==> config.mk <==
export PLATFORM = sky130hd
export DESIGN_NAME = mem_port_arbiter
export DESIGN_NICKNAME = d
export VERILOG_FILES = /design/src/rtl/mem_port_arbiter_pkg.sv /design/src/rtl/mem_port_arbiter_watchdog.sv /design/src/rtl/mem_port_arbiter.sv
export SDC_FILE = /design/constraint.sdc
export NUM_CORES = 1
export LEC_CHECK = 0
export CAP_MARGIN = 20
export CORE_AREA = 4 4 130 132
export DETAILED_ROUTE_END_ITERATION = 8
export DIE_AREA = 0 0 134 136
export PLACE_DENSITY = 0.82
export SETUP_SLACK_MARGIN = 0.3
export SLEW_MARGIN = 0
export SYNTH_ARGS = -nofsm -noshare
export SYNTH_HDL_FRONTEND = slang
export SYNTH_HIERARCHICAL = 1
export SYNTH_SLANG_ARGS = --single-unit
export TNS_END_PERCENT = 10
==> constraint.sdc <==
create_clock -name clock -period 2.65 [get_ports clock]
set_clock_uncertainty 0.1 [all_clocks]
set_input_delay 0.3975 -clock clock [delete_from_list [all_inputs] [get_ports clock]]
set_output_delay 0.3975 -clock clock [all_outputs]
set_load 0.02 [all_outputs]
==> src/rtl/mem_port_arbiter_pkg.sv <==
// rtl/mem_port_arbiter_pkg.sv - shared types and constants for the IF/MEM memory port arbiter
//
// Contents:
//   arb_state_e  arbiter state (IDLE, GNT_DM, GNT_IF, RESP)
//   ABORT_DATA   read data returned when a transaction is aborted by the watchdog
//   CONFLICT_W   width of the saturating conflict counter
//   sat_inc      saturating increment for the conflict counter

package mem_port_arbiter_pkg;

    typedef enum logic [1:0] {
        IDLE   = 2'd0,
        GNT_DM = 2'd1,
        GNT_IF = 2'd2,
        RESP   = 2'd3
    } arb_state_e;

    localparam logic [31:0] ABORT_DATA = 32'hDEAD_BEEF;

    localparam int CONFLICT_W = 16;

    // Holds at all-ones instead of wrapping back to zero.
    function automatic logic [CONFLICT_W-1:0] sat_inc(input logic [CONFLICT_W-1:0] v);
        return (&v) ? v : v + 1'b1;
    endfunction

endpackage

==> src/rtl/mem_port_arbiter_watchdog.sv <==
// rtl/mem_port_arbiter_watchdog.sv - transaction watchdog counter for the memory port arbiter
//
// Ports:
//   clock    in   system clock
//   reset    in   asynchronous active-low reset
//   clear    in   return the count to zero (wins over enable)
//   enable   in   count one more waited cycle
//   expired  out  this is the TIMEOUT-th enabled cycle since the last clear

module arb_watchdog #(
    parameter int TIMEOUT = 255,
    parameter int TMO_W   = 8
) (
    input  logic clock,
    input  logic reset,
    input  logic clear,
    input  logic enable,
    output logic expired
);

    // The count equals the number of enabled cycles already completed, so it
    // reads TIMEOUT-1 during the TIMEOUT-th waited cycle.
    localparam logic [TMO_W-1:0] LAST = TMO_W'(TIMEOUT - 1);

    logic [TMO_W-1:0] cnt_q;

    always_ff @(posedge clock or negedge reset) begin
        if (!reset) begin
            cnt_q <= '0;
        end else if (clear) begin
            cnt_q <= '0;
        end else if (enable) begin
            cnt_q <= cnt_q + 1'b1;
        end
    end

    assign expired = enable & (cnt_q == LAST);

endmodule

==> src/rtl/mem_port_arbiter.sv <==
// rtl/mem_port_arbiter.sv - shares one backing memory port between IF fetch and MEM load/store
//
// Ports:
//   clock, reset                       system clock, asynchronous active-low reset
//   if_req/if_addr                     IF fetch request, held until if_done
//   if_rdata/if_done/if_stall          fetched word, completion pulse, IF stall
//   dm_req/dm_we/dm_addr/dm_wdata      MEM-stage load/store request, held until dm_done
//   dm_rdata/dm_done/dm_stall          load data, completion pulse, MEM stall
//   mem_req/mem_we/mem_addr/mem_wdata  registered backing-memory request
//   mem_ack/mem_rdata                  one-cycle acknowledge with read data
//   err_timeout                        sticky watchdog-abort flag
//   conflict_cnt                       saturating count of IDLE cycles with both requests pending

module mem_port_arbiter #(
    parameter int ADDR_W  = 32,
    parameter int DATA_W  = 32,
    parameter int TIMEOUT = 255,
    parameter int TMO_W   = 8,
    parameter logic [DATA_W-1:0] ABORT_DATA = mem_port_arbiter_pkg::ABORT_DATA
) (
    input  logic                                      clock,
    input  logic                                      reset,
    input  logic                                      if_req,
    input  logic [ADDR_W-1:0]                         if_addr,
    output logic [DATA_W-1:0]                         if_rdata,
    output logic                                      if_done,
    output logic                                      if_stall,
    input  logic                                      dm_req,
    input  logic                                      dm_we,
    input  logic [ADDR_W-1:0]                         dm_addr,
    input  logic [DATA_W-1:0]                         dm_wdata,
    output logic [DATA_W-1:0]                         dm_rdata,
    output logic                                      dm_done,
    output logic                                      dm_stall,
    output logic                                      mem_req,
    output logic                                      mem_we,
    output logic [ADDR_W-1:0]                         mem_addr,
    output logic [DATA_W-1:0]                         mem_wdata,
    input  logic                                      mem_ack,
    input  logic [DATA_W-1:0]                         mem_rdata,
    output logic                                      err_timeout,
    output logic [mem_port_arbiter_pkg::CONFLICT_W-1:0] conflict_cnt
);

    import mem_port_arbiter_pkg::*;

    arb_state_e state_q;
    arb_state_e state_d;

    logic                  grant_dm;
    logic                  grant_if;
    logic                  finish;
    logic                  abort;
    logic                  conflict;
    logic                  granted;
    logic                  wd_clear;
    logic                  wd_expired;
    logic [DATA_W-1:0]     resp_data;
    logic [CONFLICT_W-1:0] conflict_cnt_q;

    assign granted = (state_q == GNT_DM) || (state_q == GNT_IF);

    // Counter runs only while a transaction is outstanding and restarts from
    // zero for every grant.
    assign wd_clear = ~granted | finish | abort;

    arb_watchdog #(
        .TIMEOUT (TIMEOUT),
        .TMO_W   (TMO_W)
    ) u_watchdog (
        .clock   (clock),
        .reset   (reset),
        .clear   (wd_clear),
        .enable  (granted),
        .expired (wd_expired)
    );

    always_ff @(posedge clock or negedge reset) begin
        if (!reset) begin
            state_q <= IDLE;
        end else begin
            state_q <= state_d;
        end
    end

    // An ack arriving in the expiry cycle is checked first, so a late but
    // valid response is never thrown away as a timeout.
    always_comb begin
        state_d  = state_q;
        grant_dm = 1'b0;
        grant_if = 1'b0;
        finish   = 1'b0;
        abort    = 1'b0;
        conflict = 1'b0;
        case (state_q)
            IDLE: begin
                conflict = dm_req & if_req;
                if (dm_req) begin
                    grant_dm = 1'b1;
                    state_d  = GNT_DM;
                end else if (if_req) begin
                    grant_if = 1'b1;
                    state_d  = GNT_IF;
                end
            end
            GNT_DM, GNT_IF: begin
                if (mem_ack) begin
                    finish  = 1'b1;
                    state_d = RESP;
                end else if (wd_expired) begin
                    abort   = 1'b1;
                    state_d = RESP;
                end
            end
            RESP: begin
                // Gap cycle: the requester still holds req while it sees done.
                state_d = IDLE;
            end
            default: begin
                state_d = IDLE;
            end
        endcase
    end

    assign resp_data = finish ? mem_rdata : ABORT_DATA;

    always_ff @(posedge clock or negedge reset) begin
        if (!reset) begin
            mem_req        <= 1'b0;
            mem_we         <= 1'b0;
            mem_addr       <= '0;
            mem_wdata      <= '0;
            if_done        <= 1'b0;
            dm_done        <= 1'b0;
            if_rdata       <= '0;
            dm_rdata       <= '0;
            err_timeout    <= 1'b0;
            conflict_cnt_q <= '0;
        end else begin
            if_done <= 1'b0;
            dm_done <= 1'b0;

            if (conflict) begin
                conflict_cnt_q <= sat_inc(conflict_cnt_q);
            end

            if (grant_dm) begin
                mem_req   <= 1'b1;
                mem_we    <= dm_we;
                mem_addr  <= dm_addr;
                mem_wdata <= dm_wdata;
            end else if (grant_if) begin
                mem_req  <= 1'b1;
                mem_we   <= 1'b0;
                mem_addr <= if_addr;
            end

            if (finish || abort) begin
                mem_req <= 1'b0;
                mem_we  <= 1'b0;
                if (state_q == GNT_DM) begin
                    dm_done <= 1'b1;
                    // Stores return no data; keep the last load result.
                    if (!mem_we) begin
                        dm_rdata <= resp_data;
                    end
                end else begin
                    if_done  <= 1'b1;
                    if_rdata <= resp_data;
                end
                if (abort) begin
                    err_timeout <= 1'b1;
                end
            end
        end
    end

    assign conflict_cnt = conflict_cnt_q;

    // Stalls depend on the live request so the pipeline freezes in the very
    // cycle it asks, and release exactly in the done cycle.
    assign if_stall = if_req & ~if_done;
    assign dm_stall = dm_req & ~dm_done;

endmodule

==> impl_metrics.env, run 1 <==
export IMPL_yosys_cell_types_count=40
export IMPL_vdd_drop_max_v=0.000712
export IMPL_worst_path_buf_inv=2
export IMPL_max_cap_viol_count=0
export IMPL_die_y_microns=136
export IMPL_grt_pass1_vias=5831
export IMPL_rsz0062_at_grt="no"
export IMPL_num_antenna_cells=0
export IMPL_fin_crit_ps=2300
export IMPL_drt_iter0_drc=221
export IMPL_min_delay_start="err_timeout$_DFFE_PN0P_"
export IMPL_hold_class="flop to flop"
export IMPL_clkTransAtPathRegs_ps=60
export IMPL_clk_path_buf_depth=2
export IMPL_comb_power_share=0.483
export IMPL_p_per_area_nw_per_um2=1240
export IMPL_max_stage_delay_ps=620
export IMPL_worst_pin_slew_ps=592
export IMPL_grt_usage=0.213
export IMPL_core_area_sq_um=15700
export IMPL_clk_latency_ps=420
export IMPL_power_frac_clock=0.202
export IMPL_dpl_hpwl_mm=14.1
export IMPL_die_width_microns=134
export IMPL_switching_share=0.377
export IMPL_hold_viol=0
export IMPL_synth_area_leaders="dfrtp_1, mux2_2, mux2i_1"
export IMPL_via_count=5486
export IMPL_synth_cells=575
export IMPL_grt_antenna_before_repair=0
export IMPL_ys_ff_latch=159
export IMPL_timing_rr_start="state_q[1]$_DFFE_PN0P_"
export IMPL_synth_top_area_frac=0.601
export IMPL_finalMaxSlewViolations=0
export IMPL_worstSetupEndpointType="primary output"
export IMPL_timing_final_crit_share=0.867
export IMPL_placed_cells=1051
export IMPL_htreeDepth=4
export IMPL_p_int_mw=8.05
export IMPL_cpMostUsedCell="clkdlybuf4s50_1"
export IMPL_cp_start_kind="input port"
export IMPL_reg2regPathDepth=9
export IMPL_p_leak_nw=4.49
export IMPL_rr_endpoint="dm_rdata[0]$_DFFE_PN0P_"
export IMPL_io_buffers=284
export IMPL_postCtsSetupRepairBufs=0
export IMPL_via_per_inst=5.07
export IMPL_layout_commonest_cell="clkdlybuf4s50_1"
export IMPL_drtPass1Iterations=4
export IMPL_layoutNonFillerInstCount=1083
export IMPL_syn2layout_area_growth_pct=56.7
export IMPL_max_clock_freq_mhz=435
export IMPL_syn_cell_area_sq_um=6620
export IMPL_overflow=0
export IMPL_yosysTopAreaCell="dfrtp_1"
export IMPL_p_seq_frac=0.314
export IMPL_synth_edf_count=0
export IMPL_synth_area_per_cell_sq_um=11.5
export IMPL_critPathMaxFanout=6
export IMPL_root_buffer="clkbuf_16"
export IMPL_drt_wl_total_mm=19.1
export IMPL_cts_num_sinks=159
export IMPL_std_cell_rows=46
export IMPL_p_sw_mw=4.88
export IMPL_cts_tree="built"
export IMPL_required_ps=2150
export IMPL_final_nets=995
export IMPL_place_gp_congestion=0.776
export IMPL_antenna_left=0
export IMPL_synth_fp_nets=715
export IMPL_synth_warning_count=6
export IMPL_whs_path_depth=1
export IMPL_wl_per_cell_microns=17.6
export IMPL_drcViolationCount=0
export IMPL_r2r_setup_slack_ps=500
export IMPL_cts_buffers_inserted=17
export IMPL_path_cells="clkdlybuf4s50_1 > nor2b_1 > clkdlybuf4s50_1"
export IMPL_ys_flop_type="dfrtp_1"
export IMPL_dieArea_sq_um=18200
export IMPL_setup_viol=0
export IMPL_slowest_stage="clkdlybuf4s50_1"
export IMPL_synth_seq_area_share=0.601
export IMPL_synthArstFlopShare=1.00
export IMPL_final_cell_mix="clkdlybuf4s50_1, dfrtp_1, nor2_1"
export IMPL_arrival_ps=1800
export IMPL_drive_gt1_frac=0.104
export IMPL_slew_headroom=0.605
export IMPL_setup_tns_ps=0
export IMPL_outcome="finished, final reports clean"
export IMPL_worstHoldEndpoint="err_timeout$_DFFE_PN0P_"
export IMPL_grt_pass1_wl_mm=30.3
export IMPL_worstSetupPathType="input port to primary output"
export IMPL_grt_max_degree=62
export IMPL_start_util=0.422
export IMPL_cpLargestDelayFamily="buffers and inverters"
export IMPL_ioPinCount=285
## final cells by class
cell class	count	area, sq um
Inverter	7	27.5
Clock inverter	12	183
Multi-Input combinational cell	373	2460
Clock buffer	19	453
Fill cell	1201	5330
Sequential cell	159	3980
Timing Repair Buffer	297	3010
Tap cell	216	270
## routing by layer
| layer | wire, microns | vias to the layer above | track usage |
|---|---|---|---|
| li1 | - | 2581 | - |
| met1 | 7480 | 2679 | 0.253 |
| met4 | 496 | 0 | 0.0823 |
| met5 | 0 | - | 0 |
| met3 | 1670 | 29 | 0.0796 |
| met2 | 9450 | 197 | 0.353 |
## synth_stat cells, drive strengths merged (2+ instances only)
master / instances
o32a: 24
and2: 3
ha: 6
nand3: 8
a21oi: 36
inv: 7
xor2: 6
buf: 16
and3: 4
dfrtp: 159
or3: 3
nor2b: 2
clkbuf: 20
xnor2: 12
a211oi: 2
nand4: 10
mux2i: 33
nand2: 62
o21ai: 47
and4: 4
mux2: 34
nor2: 67
## flip-flops by register name (all words and copies together), names as in the netlist
| name | cells |
|---|---|
| if_done | 1 |
| conflict_cnt | 16 |
| state_q | 2 |
| err_timeout | 1 |
| dm_done | 1 |
| u_watchdog/cnt_q | 8 |
| mem_addr | 32 |
| if_rdata | 32 |
| mem_we | 1 |
| mem_wdata | 32 |
| dm_rdata | 32 |
| mem_req | 1 |
## cells by family (layout without fill, tap and decap cells)
logic type                 count (synthesis)  count (layout)  share of synthesized area
buffers and inverters                     43             335                     0.0306
DFF                                      159             159                      0.601
AOI/OAI and AO/OA                        115             115                      0.111
adders and majority gates                  6               6                     0.0113
xor gates and xnor gates                  18              18                     0.0238
and+or+nand+nor                          167             167                      0.114
muxes                                     67              67                      0.108
## how the worst max path moves through the flow
stage | start | to | slack [ps] | cells after the start
after detailed placement | if_req | if_stall | 360 | 3
after global routing | state_q[1]$_DFFE_PN0P_ | dm_rdata[0]$_DFFE_PN0P_ | 310 | 9
final | if_req | if_stall | 350 | 3
after global placement | if_req | if_stall | 360 | 3
after CTS | if_req | if_stall | 350 | 3
after floorplan | state_q[1]$_DFFE_PN0P_ | if_rdata[10]$_DFFE_PN0P_ | 470 | 11
## per-stage QoR
| step | util | cell area [sq um] | hold slack [ps] | setup WS (ps) | power [mW] |
|---|---|---|---|---|---|
| 3_5_place_dp | 0.619 | 9730 | 332 | 362 | 10.4 |
| 6_report | 0.661 | 10400 | 366 | 353 | 12.9 |
| 3_3_place_gp | 0.619 | 9730 | 326 | 365 | 10.2 |
| 5_1_grt | 0.661 | 10400 | 392 | 312 | 13.7 |
| 2_1_floorplan | - | 6620 | 1.91 | 471 | 7.36 |
| 4_1_cts | 0.661 | 10400 | 366 | 346 | 13.1 |
## power groups by stage
| stage | logic (mW) | registers, mW | clock network (mW) |
|---|---|---|---|
| after floorplan | 2.07 | 5.29 | 0 |
| after global placement | 6.17 | 4.04 | 0 |
| after detailed placement | 6.28 | 4.10 | 0 |
| after CTS | 6.32 | 4.06 | 2.67 |
| after global routing | 6.73 | 4.20 | 2.77 |
| final | 6.25 | 4.06 | 2.62 |
## worst reg2reg max path, stage by stage, from the launching register on
cell	delay (ps)
dfrtp_1	360
inv_1	90
ha_1	300
nand4_1	90
nor2_1	240
o21a_1	240
nand3_2	100
buf_4	260
nand2_1	130
o21ai_0	100
## timing repair
action / CTS / global route
gates resized for setup: 0 / 1
hold buffers: 1 / 0
setup endpoints to repair: 0 / 24
hold endpoints to repair: 59 / 0
No activity file was read; power rests on OpenSTA's default activity.
==> run 2: changes to the inputs <==
--- a/config.mk
+++ b/config.mk
@@ -9,6 +9,7 @@
 export CORE_AREA = 4 4 130 132
 export DETAILED_ROUTE_END_ITERATION = 8
 export DIE_AREA = 0 0 134 136
+export HOLD_SLACK_MARGIN = 0.06
 export PLACE_DENSITY = 0.82
 export SETUP_SLACK_MARGIN = 0.3
 export SLEW_MARGIN = 0
==> results of run 2 <==
Same layout as run 1: the final DEF is identical, and so are final timing and power.
==> RTL change 1: new RTL, settings of run 1 <==
Make the reset (`reset`) synchronous in 3 clocked blocks. Comments in the files are not updated.
--- a/src/rtl/mem_port_arbiter_watchdog.sv
+++ b/src/rtl/mem_port_arbiter_watchdog.sv
@@ -25,5 +25,5 @@
     logic [TMO_W-1:0] cnt_q;
 
-    always_ff @(posedge clock or negedge reset) begin
+    always_ff @(posedge clock) begin
         if (!reset) begin
             cnt_q <= '0;
--- a/src/rtl/mem_port_arbiter.sv
+++ b/src/rtl/mem_port_arbiter.sv
@@ -76,5 +76,5 @@
     );
 
-    always_ff @(posedge clock or negedge reset) begin
+    always_ff @(posedge clock) begin
         if (!reset) begin
             state_q <= IDLE;
@@ -125,5 +125,5 @@
     assign resp_data = finish ? mem_rdata : ABORT_DATA;
 
-    always_ff @(posedge clock or negedge reset) begin
+    always_ff @(posedge clock) begin
         if (!reset) begin
             mem_req        <= 1'b0;
Function: differs if reset is asserted again (counterexample within 4 cycles, from zero or initial values and one cycle with reset low); with reset held inactive, the same outputs for 4 cycles.
==> RTL change 1 against run 1 <==
Routed wire length grew 5.3%; final area fell by 1.3%; area after synthesis decreased by 1.3%; worst hold slack worse by 0.058 ns; via count is 17% higher; setup slack better by 0.084 ns; non-clock buffer count up 5; total power fell by 25%; sequential cell count is the same; critical endpoint unchanged; highest routed layer unchanged.
==> RTL change 1: results (changes against run 1) <==
crit path max fanout -> 4 (-2)
post-synthesis cell type count -> 41 (+2.5%)
worst r2r dst -> dm_rdata[2]
Setup crit start -> if_req
placed instance count -> 1241 (+18%)
detailed placement HPWL -> 14.7 mm (+4.6%)
Lkg Pwr -> 4.13 nW (-7.9%)
maximum VDD drop -> 602 uV (-16%)
dpl cell area -> 0.00963 mm2 (-1.1%)
fraction of registers with async set/reset -> 0% (-100 points)
Ys Warns -> 6 (unchanged)
largest net degree at the start of global routing -> 66 (+6.5%)
CTS Buffer Depth -> 2 (unchanged)
number of inserted diodes -> 0 (unchanged)
share of cells above drive strength 1 -> 5.30% (-5.1 points)
DRT iter0 DRCs -> 252 (+14%)
most instantiated cells after synthesis -> nand2_1 (169), dfxtp_1 (159), nor2_1 (86), nand3_1 (47), clkbuf_1 (42)
clock root cell -> clkbuf_16
sequential share of the synthesized area -> 48.7% (-11 points)
Critical Path AT -> 1.72 ns (-0.08 ns)
Syn Nets -> 922 (+29%)
predominant post-synthesis flop cell -> dfxtp_1
critical path endpoint -> if_stall
first-pass GRT wire length -> 31.3 mm (+3.2%)
Non-Filler Instances -> 1272 (+17%)
initial antenna violation count -> 0 (unchanged)
top post-synthesis cells by area -> dfxtp_1 (49%), nand2_1 (9.7%), o211a_1 (5.1%)
RD Place Congestion -> 0.806 (+3.9%)
DR pass1 iterations -> 4 (unchanged)
slew margin rel. -> 66.1% (+5.6 points)
Min-Delay Path Depth -> 3 (+2)
overall routing resource usage -> 21.5% (+0.22 points)
DR vias/cell -> 5.03 (-0.72%)
cell count of the worst reg-to-reg path -> 10 (+1)
clock buffer count from CTS -> 17 (unchanged)
run status -> finished clean
H-tree Lvls -> 4 (unchanged)
Syn Inst Count -> 783 (+36%)
vias in the first global route -> 6245 (+7.1%)
Hold Path Class -> in -> reg
worst r2r src -> state_q[0]
worst hold slack -> 0.307 ns (-0.0584 ns)
reg-to-reg setup timing slack -> 0.47 ns (-0.03 ns)
Post-Route WL -> 20.1 mm (+5.3%)
# Post-CTS Setup Buffers -> 0 (unchanged)
hold endpoint -> if_rdata[16]
critical path startpoint category -> primary input
Hold Path Origin -> reset
[RTL change 1: cell count changes in the layout (fill, tap and decap cells not counted), moves of 28 or more]
cell and change:
nor3_1 +28, a21boi_0 +35, a21oi_1 -31, dfrtp_1 -159, dfxtp_1 +159, nand2_1 +107, nand3_1 +41, o21ai_0 -32
o211a_1 +33, mux2i_1 -30, mux2_2 -34
[RTL change 1: metal layers]
metal | vias up | track usage [%] | share of wire (%)
li1 | 3172 | - | -
met1 | 2928 | 23.5 | 39
met2 | 259 | 37.2 | 48
met3 | 38 | 8.48 | 9.3
met4 | 0 | 9.14 | 3.1
met5 | - | 0 | 0
[RTL change 1: worst max-delay path, cell delays in order]
cell and delay [ns]:
clkdlybuf4s50_1 0.56, nor2b_1 0.15, clkdlybuf4s50_1 0.61
[RTL change 1: where the power goes]
group	internal [W]	switching, W	leakage, nW	total, W
combinational	0.00176	0.00212	2.54	0.00388
clock	0.00158	0.000991	0.294	0.00257
sequential	0.00298	0.000307	1.30	0.00328
total	0.00632	0.00342	4.13	0.00974
[RTL change 1: logic make-up after synthesis]
| kind of cell | synth area share [%] |
|---|---|
| fa+ha+maj | 0.957 |
| simple gates | 29.3 |
| compound gates | 14.5 |
| flops | 48.7 |
| xor+xnor | 2.01 |
| buf+inv | 4.02 |
| mux | 0.459 |
[RTL change 1: cell type report]
type,count,area [um2]
inverters,7,26.3
clock inverters,12,184
flip-flops and latches,159,3180
repair buffers,302,3040
clock buffers,19,433
well taps,216,270
multi-input cells,557,3110
fillers,1323,5460
[RTL change 1: per-stage QoR]
stage                     worst slack [ns]  total power, W
final                                0.437         0.00974
after global routing                 0.280          0.0103
after CTS                            0.302         0.00984
after detailed placement             0.295         0.00724
after global placement               0.298         0.00719
after floorplan                      0.463         0.00538
==> RTL change 2: new RTL, config.mk and constraints of run 1 <==
Without the edit above. Set the parameter `ADDR_W` to 48 (it was 32).
--- a/src/rtl/mem_port_arbiter.sv
+++ b/src/rtl/mem_port_arbiter.sv
@@ -13,5 +13,5 @@
 
 module mem_port_arbiter #(
-    parameter int ADDR_W  = 32,
+    parameter int ADDR_W  = 48,
     parameter int DATA_W  = 32,
     parameter int TIMEOUT = 255,
Ports: changed (resized dm_addr, if_addr and mem_addr); port bits go from 285 to 333. No check against the original RTL was run, so the function may have changed too.
==> RTL change 2 against run 1 <==
Maximum frequency increased by 0.29%; routed wire length is 18% higher; final area rose by 11%; setup slack gained 0.0067 ns; core utilization rose by 7.4 points; total power is 8.6% higher; combinational power rose by 13%; first-iteration DRC count grew 41%; synthesized cell count is 11% higher; count of clock-buffer cells in the layout grew 1; sequential cell count rose by 16; area after synthesis grew 11%; critical path type unchanged; largest cell class unchanged.
==> RTL change 2: results (changes against run 1) <==
met2 WL -> 11.2 mm (+18%)
share of cells above drive strength 1 -> 9.30% (-1.1 points)
DR vias/cell -> 5.05 (-0.39%)
largest net degree at the start of global routing -> 68 (+9.7%)
run status -> finished clean
clock buffer count from CTS -> 17 (unchanged)
Routed wire per std cell -> 18.9 um (+7.2%)
Final Max Slew Viols -> 0 (unchanged)
Synth Area in Adders -> 1.02% (-0.11 points)
Fill cells -> 1141 (-5.0%)
RD Place Congestion -> 0.831 (+7.0%)
Final Util -> 73.5% (+7.4 points)
sequential share of the synthesized area -> 59.6% (-0.46 points)
DRT iter0 DRCs -> 311 (+41%)
Hold Path Origin -> err_timeout
maximum VDD drop -> 717 uV (+0.62%)
DR pass1 iterations -> 8 (+4)
post-synthesis mux area share -> 12.2% (+1.4 points)
vias in the first global route -> 6357 (+9.0%)
most instantiated cells after synthesis -> dfrtp_1 (175), nor2_1 (84), nand2_1 (57), a21oi_1 (52), mux2i_1 (48)
top post-synthesis cells by area -> dfrtp_1 (60%), mux2i_1 (6.5%), mux2_2 (5.5%)
NumNets Final -> 1139 (+14%)
overall routing resource usage -> 25.0% (+3.8 points)
met3 wire len -> 2.46 mm (+48%)
Metal-1 WL -> 8.61 mm (+15%)
Synth Area in Compound Gates -> 11.2% (+0.061 points)
Resized cells post-CTS -> 1 (+1)
dpl cell area -> 0.0110 mm2 (+13%)
first-pass GRT wire length -> 35.2 mm (+16%)
Syn Nets -> 813 (+14%)
detailed placement HPWL -> 17.0 mm (+21%)
Lkg Pwr -> 4.72 nW (+5.1%)
crit-path max cell delay -> 0.62 ns (about the same)
slew margin rel. -> 58.4% (-2.2 points)
RTL change 2: changes by cell type in the layout (fill, tap and decap cells not counted), sizes merged, moves of 3 or more:
| cell | run 1 | this run |
|---|---|---|
| a21oi | 36 | 52 |
| buf | 13 | 16 |
| clkdlybuf4s50 | 283 | 330 |
| dfrtp | 159 | 175 |
| mux2 | 34 | 37 |
| mux2i | 33 | 48 |
| nand2 | 62 | 57 |
| nor2 | 67 | 84 |
RTL change 2: layout make-up:
class | count | area share [%]
Clock buffer | 20 | 3.87
Clock inverter | 11 | 1.14
Inverter | 7 | 0.238
Multi-Input combinational cell | 418 | 23.8
Sequential cell | 175 | 37.9
Tap cell | 216 | 2.34
Timing Repair Buffer | 348 | 30.7
RTL change 2: worst paths after layout:
check / to / slack (ns) / cells past startpoint
max in group asynchronous: if_rdata[9] / 1.34 / 3
min in group asynchronous: if_rdata[23] / 0.37 / 2
worst max-delay path: if_stall / 0.36 / 3
worst min-delay path: err_timeout / 0.36 / 1
worst min register to register: err_timeout / 0.36 / 1
worst max register to register: if_rdata[28] / 0.49 / 8
RTL change 2: routing by layer:
layer  global-route usage [%]  vias to the layer above
met2                     42.7                      223
met1                     28.7                     2890
li1                         -                     2896
met4                     7.14                        0
met3                     11.1                       21
met5                        0                        -
RTL change 2: through the flow:
stage	power (W)	cells	worst slack, ns
floorplan	0.00819	641	0.500
global placement	0.0115	1163	0.228
detailed placement	0.0116	1163	0.200
CTS	0.0142	1195	0.350
global route	0.0149	1195	0.277
finish	0.0140	1195	0.360
RTL change 2: power by group:
part | internal [W] | total (W) | switching, W
Combinational | 0.00334 | 0.00705 | 0.00372
Sequential | 0.00385 | 0.00449 | 0.000644
Clock | 0.00142 | 0.00249 | 0.00107
Total | 0.00861 | 0.0140 | 0.00543
